[src/rtl/ula_controlador.sv]
// ula_controlador
// ---------------------------------------------------------------------------
// Sequencing controller for the 4-bit ULA datapath. A start request in IDLE
// registers operands, carry-in and operation selector, drives them to the
// ULA, waits LATENCIA settle cycles, then captures the 8-bit ULA result and
// pulses done for one cycle. In accumulate mode operand A is taken from the
// low nibble of the previous result, so operations can be chained.
//
// Handshake: start is a level request that is sampled only while the FSM is
// in IDLE. The edge that accepts it raises busy; requests seen while busy are
// dropped, never queued. busy falls on the edge that leaves DONE, and done is
// high for exactly the single cycle spent in DONE.
//
// Ports
//   clk, reset            clock, synchronous active-high reset
//   start                 operation request (sampled in IDLE only)
//   op_in[2:0]            operation code (111 and div-by-zero are errors)
//   a_in, b_in [3:0]      operands from switches
//   cin_in                carry-in from switch
//   acc_en                operand A comes from acc[3:0] when 1
//   clr_acc               synchronous accumulator clear, any edge
//   resultado_ula[7:0]    ULA mux output
//   a, b, cin, seletor    registered ULA drive
//   resultado[7:0]        last captured result
//   acc[7:0]              accumulator
//   busy, done            status / one-cycle completion pulse
//   erro, estouro         last-operation error / result > 15
//   estado_dbg[1:0]       current FSM state for observation
// ---------------------------------------------------------------------------
module ula_controlador #(
  parameter int unsigned LATENCIA = 2
) (
  input  logic       clk,
  input  logic       reset,
  input  logic       start,
  input  logic [2:0] op_in,
  input  logic [3:0] a_in,
  input  logic [3:0] b_in,
  input  logic       cin_in,
  input  logic       acc_en,
  input  logic       clr_acc,
  input  logic [7:0] resultado_ula,
  output logic [3:0] a,
  output logic [3:0] b,
  output logic       cin,
  output logic [2:0] seletor,
  output logic [7:0] resultado,
  output logic [7:0] acc,
  output logic       busy,
  output logic       done,
  output logic       erro,
  output logic       estouro,
  output logic [1:0] estado_dbg
);

  typedef enum logic [1:0] {
    IDLE   = 2'd0,
    ESPERA = 2'd1,
    DONE   = 2'd2
  } estado_t;

  // Counter start value: LATENCIA-1 reload so capture lands LATENCIA edges
  // after the accepting edge (legal LATENCIA is 1..15).
  localparam logic [3:0] CNT_INI = 4'(LATENCIA - 1);

  estado_t    estado_q, estado_d;
  logic [3:0] cnt_q, cnt_d;
  logic [3:0] a_q, a_d;
  logic [3:0] b_q, b_d;
  logic       cin_q, cin_d;
  logic [2:0] sel_q, sel_d;
  logic [7:0] res_q, res_d;
  logic [7:0] acc_q, acc_d;
  logic       erro_q, erro_d;
  logic       estouro_q, estouro_d;
  logic       op_erro;

  // Invalid opcode or division by zero: skip the ULA wait entirely.
  assign op_erro = (op_in == 3'b111) || ((op_in == 3'b110) && (b_in == 4'd0));

  always_ff @(posedge clk) begin
    if (reset) begin
      estado_q  <= IDLE;
      cnt_q     <= 4'd0;
      a_q       <= 4'd0;
      b_q       <= 4'd0;
      cin_q     <= 1'b0;
      sel_q     <= 3'd0;
      res_q     <= 8'd0;
      acc_q     <= 8'd0;
      erro_q    <= 1'b0;
      estouro_q <= 1'b0;
    end else begin
      estado_q  <= estado_d;
      cnt_q     <= cnt_d;
      a_q       <= a_d;
      b_q       <= b_d;
      cin_q     <= cin_d;
      sel_q     <= sel_d;
      res_q     <= res_d;
      acc_q     <= acc_d;
      erro_q    <= erro_d;
      estouro_q <= estouro_d;
    end
  end

  always_comb begin
    estado_d  = estado_q;
    cnt_d     = cnt_q;
    a_d       = a_q;
    b_d       = b_q;
    cin_d     = cin_q;
    sel_d     = sel_q;
    res_d     = res_q;
    acc_d     = acc_q;
    erro_d    = erro_q;
    estouro_d = estouro_q;

    case (estado_q)
      IDLE: begin
        if (start) begin
          a_d   = acc_en ? acc_q[3:0] : a_in;
          b_d   = b_in;
          cin_d = cin_in;
          sel_d = op_in;
          if (op_erro) begin
            res_d     = 8'd0;
            erro_d    = 1'b1;
            estouro_d = 1'b0;
            estado_d  = DONE;
          end else begin
            cnt_d    = CNT_INI;
            estado_d = ESPERA;
          end
        end
      end
      ESPERA: begin
        if (cnt_q != 4'd0) begin
          cnt_d = cnt_q - 4'd1;
        end else begin
          res_d     = resultado_ula;
          acc_d     = resultado_ula;
          erro_d    = 1'b0;
          estouro_d = (resultado_ula > 8'd15);
          estado_d  = DONE;
        end
      end
      DONE: begin
        estado_d = IDLE;
      end
      default: begin
        estado_d = IDLE;
      end
    endcase

    // Clear has priority over a coinciding capture for acc only.
    if (clr_acc) begin
      acc_d = 8'd0;
    end
  end

  assign a          = a_q;
  assign b          = b_q;
  assign cin        = cin_q;
  assign seletor    = sel_q;
  assign resultado  = res_q;
  assign acc        = acc_q;
  assign erro       = erro_q;
  assign estouro    = estouro_q;
  assign busy       = (estado_q != IDLE);
  assign done       = (estado_q == DONE);
  assign estado_dbg = estado_q;

endmodule

[config.mk]
export PLATFORM = sky130hd
export DESIGN_NAME = ula_controlador
export DESIGN_NICKNAME = d
export VERILOG_FILES = /design/src/rtl/ula_controlador.sv
export SDC_FILE = /design/constraint.sdc
export NUM_CORES = 1
export LEC_CHECK = 0
export ABC_AREA = 0
export CORE_MARGIN = 1
export CORE_UTILIZATION = 40
export DETAILED_ROUTE_END_ITERATION = 8
export DONT_BUFFER_PORTS = 1
export PLACE_DENSITY = 0.61
export SLEW_MARGIN = 40
export SYNTH_ARGS = -nofsm -noshare
export SYNTH_HDL_FRONTEND = slang
export SYNTH_SLANG_ARGS = --single-unit
[constraint.sdc]
create_clock -name clk -period 3.2 [get_ports clk]
set_clock_uncertainty 0.15 [all_clocks]
set_input_delay 0.48 -clock clk [delete_from_list [all_inputs] [get_ports clk]]
set_output_delay 0.48 -clock clk [all_outputs]
set_load 0.02 [all_outputs]
## After elaboration in Yosys (flattened, before gate mapping)

Cells that the tools add are included.

| operators by class | value |
|---|---|
| add/subtract/negate cells | 1 |
| magnitude comparators | 1 |
| equality and inequality tests | 9 |
| multiplexer cells | 21 |
| bitwise gates (word level) | 1 |
| reductions and logical operators | 13 |

Operator list:

| kind | count |
|---|---|
| $mux 8 | 3 |
| $mux 4 | 4 |
| $pmux 8 s2 | 1 |
| $ne 2x2->1 const B | 5 |
| $gt 8x4->1 const B | 1 |
| $pmux 4 s2 | 1 |
| $reduce_and 4->1 | 2 |
| $eq 3x3->1 const B | 2 |
| $mux 1 | 6 |
| $mux 2 | 3 |
| $reduce_and 2->1 | 3 |
| $logic_not 4->1 | 1 |
| $pmux 1 s2 | 2 |
| $pmux 2 s2 | 1 |
| $reduce_bool 2->1 | 2 |
| $reduce_bool 4->1 | 1 |
| $sub 4x1->4 const B | 1 |
| $eq 2x1->1 const B | 1 |
| $eq 2x2->1 const B | 1 |
| $logic_not 2->1 | 1 |
| $reduce_or 2->1 | 1 |
| $logic_and 1x1->1 | 1 |
| $logic_or 1x1->1 | 1 |
| $not 1->1 | 1 |

| storage, ports and cells | value |
|---|---|
| flip-flop bits (word level) | 36 |
| output and inout bits | 34 |
| word-level logic and storage cells | 56 |

## Depth between registers and ports, before layout

| depth | value |
|---|---|
| depth in word-level cells | 6 |
| depth in mapped cells | 8 |

## Least setup slack after synthesis

OpenSTA, ideal clock, no wires.

| timing path | value |
|---|---|
| kind | reg2reg |
| start point | register cnt_q[0] |
| end point | register erro_q (netlist: erro) |
| setup time | 0.079 ns |
| arrival time | 1.654 ns |
| path slack | 1.317 ns |
| cell stages (with the launch flop) | 9 |
| buffers on the path | 2 |
| period minus slack after synthesis | 1.883 ns |
| cell sequence | dfxtp_1 -> inv_1 -> ha_1 -> or3b_1 -> buf_2 -> nor2_8 -> o22ai_1 -> buf_6 -> a211oi_2 |

| between the ends | value |
|---|---|
| cells in the longest elaborated chain, start to end | 3 |

Ends and longest elaborated chain:

| item | line | source |
|---|---|---|
| start, declared | 67 | `logic [3:0] cnt_q, cnt_d;` |
| start signal, assigned | 95 | `cnt_q <= cnt_d;` |
| $reduce_bool 4->1 | 138 | `if (cnt_q != 4'd0) begin` |
| $ne 2x2->1 (no source line) | - |  |
| $reduce_and 4->1 (no source line) | - |  |
| end signal, assigned | 102 | `erro_q <= erro_d;` |
| end, declared | 74 | `logic erro_q, erro_d;` |

Every way passes these cells.
A chain may end at the register's enable or synchronous reset.

## Worst setup path in the final report

| timing path | value |
|---|---|
| start point | register estado_q[1] (netlist: estado_dbg[1]) |
| end point | register cnt_q[2] |

| between the ends | value |
|---|---|
| cells in the longest elaborated chain, start to end | 3 |
| elaborated cells between the ends (all ways) | 8 |
| classes of those cells | eq/ne: 4; mux: 1; reduce/logical: 3 |

Ends and longest elaborated chain:

| item | line | source |
|---|---|---|
| start, declared | 66 | `estado_t estado_q, estado_d;` |
| start signal, assigned | 94 | `estado_q <= estado_d;` |
| $eq 2x1->1 or $logic_not 2->1 (tied branches) | 119 | `case (estado_q)` |
| $ne 2x2->1 (no source line) or $reduce_bool 2->1 (tied branches) | - |  |
| $reduce_and 4->1 (no source line) | - |  |

Parallel ways exist; a longest one is shown, timed or not.

==> results by stage <==
Power:
- The clock power share is 0.372.
- Of the total power, the share spent switching nets is 0.264.
- The analysis attributes to cell leakage a power of 0.660 nW.
- The power consumption is 0.00103 W.
- Power spread over the standard cell area amounts to 608 nW/um^2.
- The maximum vdd ir drop is 0.000218 V.
- The net switching power of the design is 0.000271 W.
- Of the total power, registers draw 0.506.
- The combinational share of power is 0.122.
- The internal portion of the total power is 0.000755 W.

Critical path:
- The total buffers and inverters traversed by the critical path is 0.
- The launching element type of the critical path is a register.
- The biggest cell delay along the critical path is 0.69 ns.
- The endpoint arrival time on the critical path is 2.25 ns.
- Traced cell by cell, the critical path runs through nor3b_4 > o211ai_4 > a2111o_1 > a31oi_1.
- Counting buffers and inverters, the worst setup path is 4 cells deep.
- At the worst endpoint, the required time is 3.27 ns.
- The largest driver fanout on the critical path is 18.
- The worst setup path category is register to register.
- The worst-case register-to-register setup slack is 1.02 ns.
- The nature of the critical path endpoint is a register.
- The number of cells on the worst reg-to-reg path is 4.
- On the critical path, the stage with the largest delay is an instance of sky130_fd_sc_hd__nor3b_4.
- Among cell families on the critical path, the largest total delay comes from compound AO/OA/AOI/OAI gates.

Hold path:
- The cell depth of the worst min-delay path is 1.
- The worst hold path belongs to the class input pin to register.

Synthesis:
- Dividing the synthesized area by the synthesized cell count gives 9.15 sq um.
- For this run, the number of Yosys warnings is 0.
- The cell area after technology mapping is 1560 sq um.
- The fraction of synthesized cell area taken by the top area cell type is 0.463.
- The biggest area contributor in the post-synthesis netlist is sky130_fd_sc_hd__dfxtp_1.
- Synthesis produced a netlist with a net count of 196.
- The register area share after synthesis is 0.463.
- By area the synthesized netlist is led by sky130_fd_sc_hd__dfxtp_1 (46%), sky130_fd_sc_hd__mux2i_1 (13%), sky130_fd_sc_hd__nand2_1 (7.0%).
- Counting flops and latches in the post-synthesis netlist gives 36.
- Synthesis produced a netlist whose cell count is 170.
- After synthesis, the netlist uses 33 different library cells.

Clocking:
- The clock-pin transition on the worst setup and hold timing paths is 0.07 ns.
- The deepest clock path buffer count is 2.
- The number of gates resized after CTS was 0.
- The clock root buffer is sky130_fd_sc_hd__clkbuf_8.
- Counting every sink on the clock net gives 36.
- The number of setup buffers added after CTS is 0.
- The H-tree depth is 2.
- TritonCTS created 5 clock buffers.
- The TritonCTS clock tree is yes.
- Buffers inserted to repair hold after CTS numbered 0.
- Clock latency on the worst-skew pair, taken at its later pin, is 0.28 ns.

Global route:
- The via count of the first global-routing pass is 1234.
- The global-route total usage across every layer is 0.172.
- The initial antenna violation count is 0.
- Global routing finished with a remaining overflow of 0.
- Entering global routing, the biggest net connects 32 pins.
- The first-pass GRT wire length is 5490 um.

Final layout:
- In the layout the commonest cells are sky130_fd_sc_hd__dfxtp_1 (36), sky130_fd_sc_hd__nand2_1 (29), sky130_fd_sc_hd__mux2i_1 (20).
- The number of antenna diodes in the final layout is 0.
- The layout net count is 195.
- The most common cell after layout, fill and taps aside is sky130_fd_sc_hd__dfxtp_1.
- The layout filler cell count is 392.
- The share of cells above drive strength 1 is 0.0882.
- The growth of design area from synthesis to finish is 8.45%.
- The final core utilization is 0.457.

Detailed routing:
- The total vias in the final route is 1172.
- The post-detailed-route via-to-cell ratio is 5.38.
- After detailed routing, the total wire length is 3350 um.
- The first routing iteration left 23 violations.
- The count of TritonRoute iterations in the first routing pass is 4.
- Once detail routing completed, the nets flagged for antenna violations numbered 0.
- The DRC violation count after routing is 0.
- After detailed routing, the average wire length per cell comes to 15.4 um.

Place:
- The count of input and output buffers is 0.
- Routability-driven placement finished with a final weighted congestion of 0.777.
- The detailed placer's ending HPWL is 2470 um.

Job:
- The number of violations of the max-capacitance limit is 0.

Die:
- The number of placement rows is 22.
- In this run the horizontal extent of the chip is 64.4 um.
- The height of the die is 64.4 um.
- The initial standard-cell utilization of the core is 0.422.
- In this run the count of I/O pins placed on the die edge is 59.
- The core region is 3690 sq um.
- The die covers 4140 sq um.

Timing:
- For the pin with the worst max-slew slack, the measured transition is 0.736 ns.
- The minimum clock period is 2.18 ns.
- Setup repair after global routing left no endpoint under its margin.
- The final worst-path cycle share is 0.681.
- Measured against its own limit, the worst slew margin works out to 0.509.
- Setup violations remaining at the end of the flow were counted as 0.
- The max-slew violation count is 0.
- Setup total negative slack on the finished layout was measured at 0 ns.
- Based on the critical path, the design can be clocked at up to 459 MHz.
- The count of final hold-check violations is 0.

Status:
- The run finished with clean final reports.
-- layout make-up --
type | count | area, sq um | share of cell area
flip-flops and latches | 36 | 721 | 0.427
multi-input cells | 119 | 768 | 0.455
repair buffers | 1 | 7.51 | 0.00445
inverters | 6 | 22.5 | 0.0134
well taps | 48 | 60.1 | 0.0356
clock inverters | 2 | 35.0 | 0.0208
clock buffers | 6 | 72.6 | 0.0430
-- per-layer routing --
layer / share of wire / GRT usage / vias up
met2: 0.48 / 0.295 / 58
met1: 0.40 / 0.180 / 539
met5: 0 / 0 / -
met4: 0.011 / 0.0667 / 0
li1: - / - / 570
met3: 0.12 / 0.0804 / 5
-- synthesized netlist by cell type, drive strengths merged --
| library cell | n |
|---|---|
| a211oi | 6 |
| a21oi | 13 |
| nor2 | 18 |
| nor3b | 1 |
| o22ai | 1 |
| buf | 6 |
| o211ai | 1 |
| o41ai | 1 |
| or3b | 1 |
| nand2 | 29 |
| or2 | 1 |
| or4 | 1 |
| o32ai | 1 |
| inv | 6 |
| nand2b | 11 |
| mux2i | 20 |
| ha | 1 |
| nor3 | 1 |
| clkbuf | 3 |
| dfxtp | 36 |
| a2111o | 1 |
| a211o | 1 |
| a2111oi | 1 |
| and2 | 1 |
| o21ai | 1 |
| a31oi | 1 |
| nor2b | 2 |
| nand3 | 4 |
-- metrics by stage --
step | hold slack, ns | area (sq um) | setup WS, ns | instances
finish | 0.114 | 1690 | 1.02 | 218
global route | 0.0924 | 1690 | 0.853 | 218
CTS | 0.0958 | 1690 | 0.998 | 218
detailed placement | 0.336 | 1580 | 1.01 | 210
global placement | 0.328 | 1580 | 1.12 | 210
floorplan | 0.307 | 1560 | 1.32 | 170
-- final timing paths --
path	start	end
setup / recovery	estado_dbg[1]	cnt_q[2]
hold / removal	reset	erro
setup reg to reg	estado_dbg[1]	cnt_q[2]
hold reg to reg	cnt_q[1]	cnt_q[1]
-- flip-flops by register name (all words and copies together), names as in the netlist --
signal      flops
estouro         1
cnt_q           4
estado_dbg      2
cin             1
acc             8
b               4
a               4
erro            1
seletor         3
resultado       8
-- logic make-up after synthesis --
family                     count (synthesis)  share of synthesized area
buffers and inverters                     15                     0.0426
and+or+nand+nor                           70                      0.225
AOI/OAI and AO/OA                         28                      0.132
muxes                                     20                      0.129
adders and majority gates                  1                    0.00804
DFF                                       36                      0.463
-- worst reg2reg max path: stages (launching register included) --
cell and delay, ns:
sky130_fd_sc_hd__dfxtp_1 0.46, sky130_fd_sc_hd__nor3b_4 0.69, sky130_fd_sc_hd__o211ai_4 0.21, sky130_fd_sc_hd__a2111o_1 0.45, sky130_fd_sc_hd__a31oi_1 0.15
-- power by group through the flow --
| stage | clock network, W | registers (W) | logic (W) |
|---|---|---|---|
| after floorplan | 0 | 0.000523 | 0.000117 |
| after global placement | 0 | 0.000528 | 0.000121 |
| after detailed placement | 0 | 0.000529 | 0.000126 |
| after CTS | 0.000393 | 0.000519 | 0.000126 |
| after global routing | 0.000418 | 0.000522 | 0.000141 |
| final | 0.000381 | 0.000519 | 0.000125 |
Note: power is estimated with default switching activity, not from simulation.
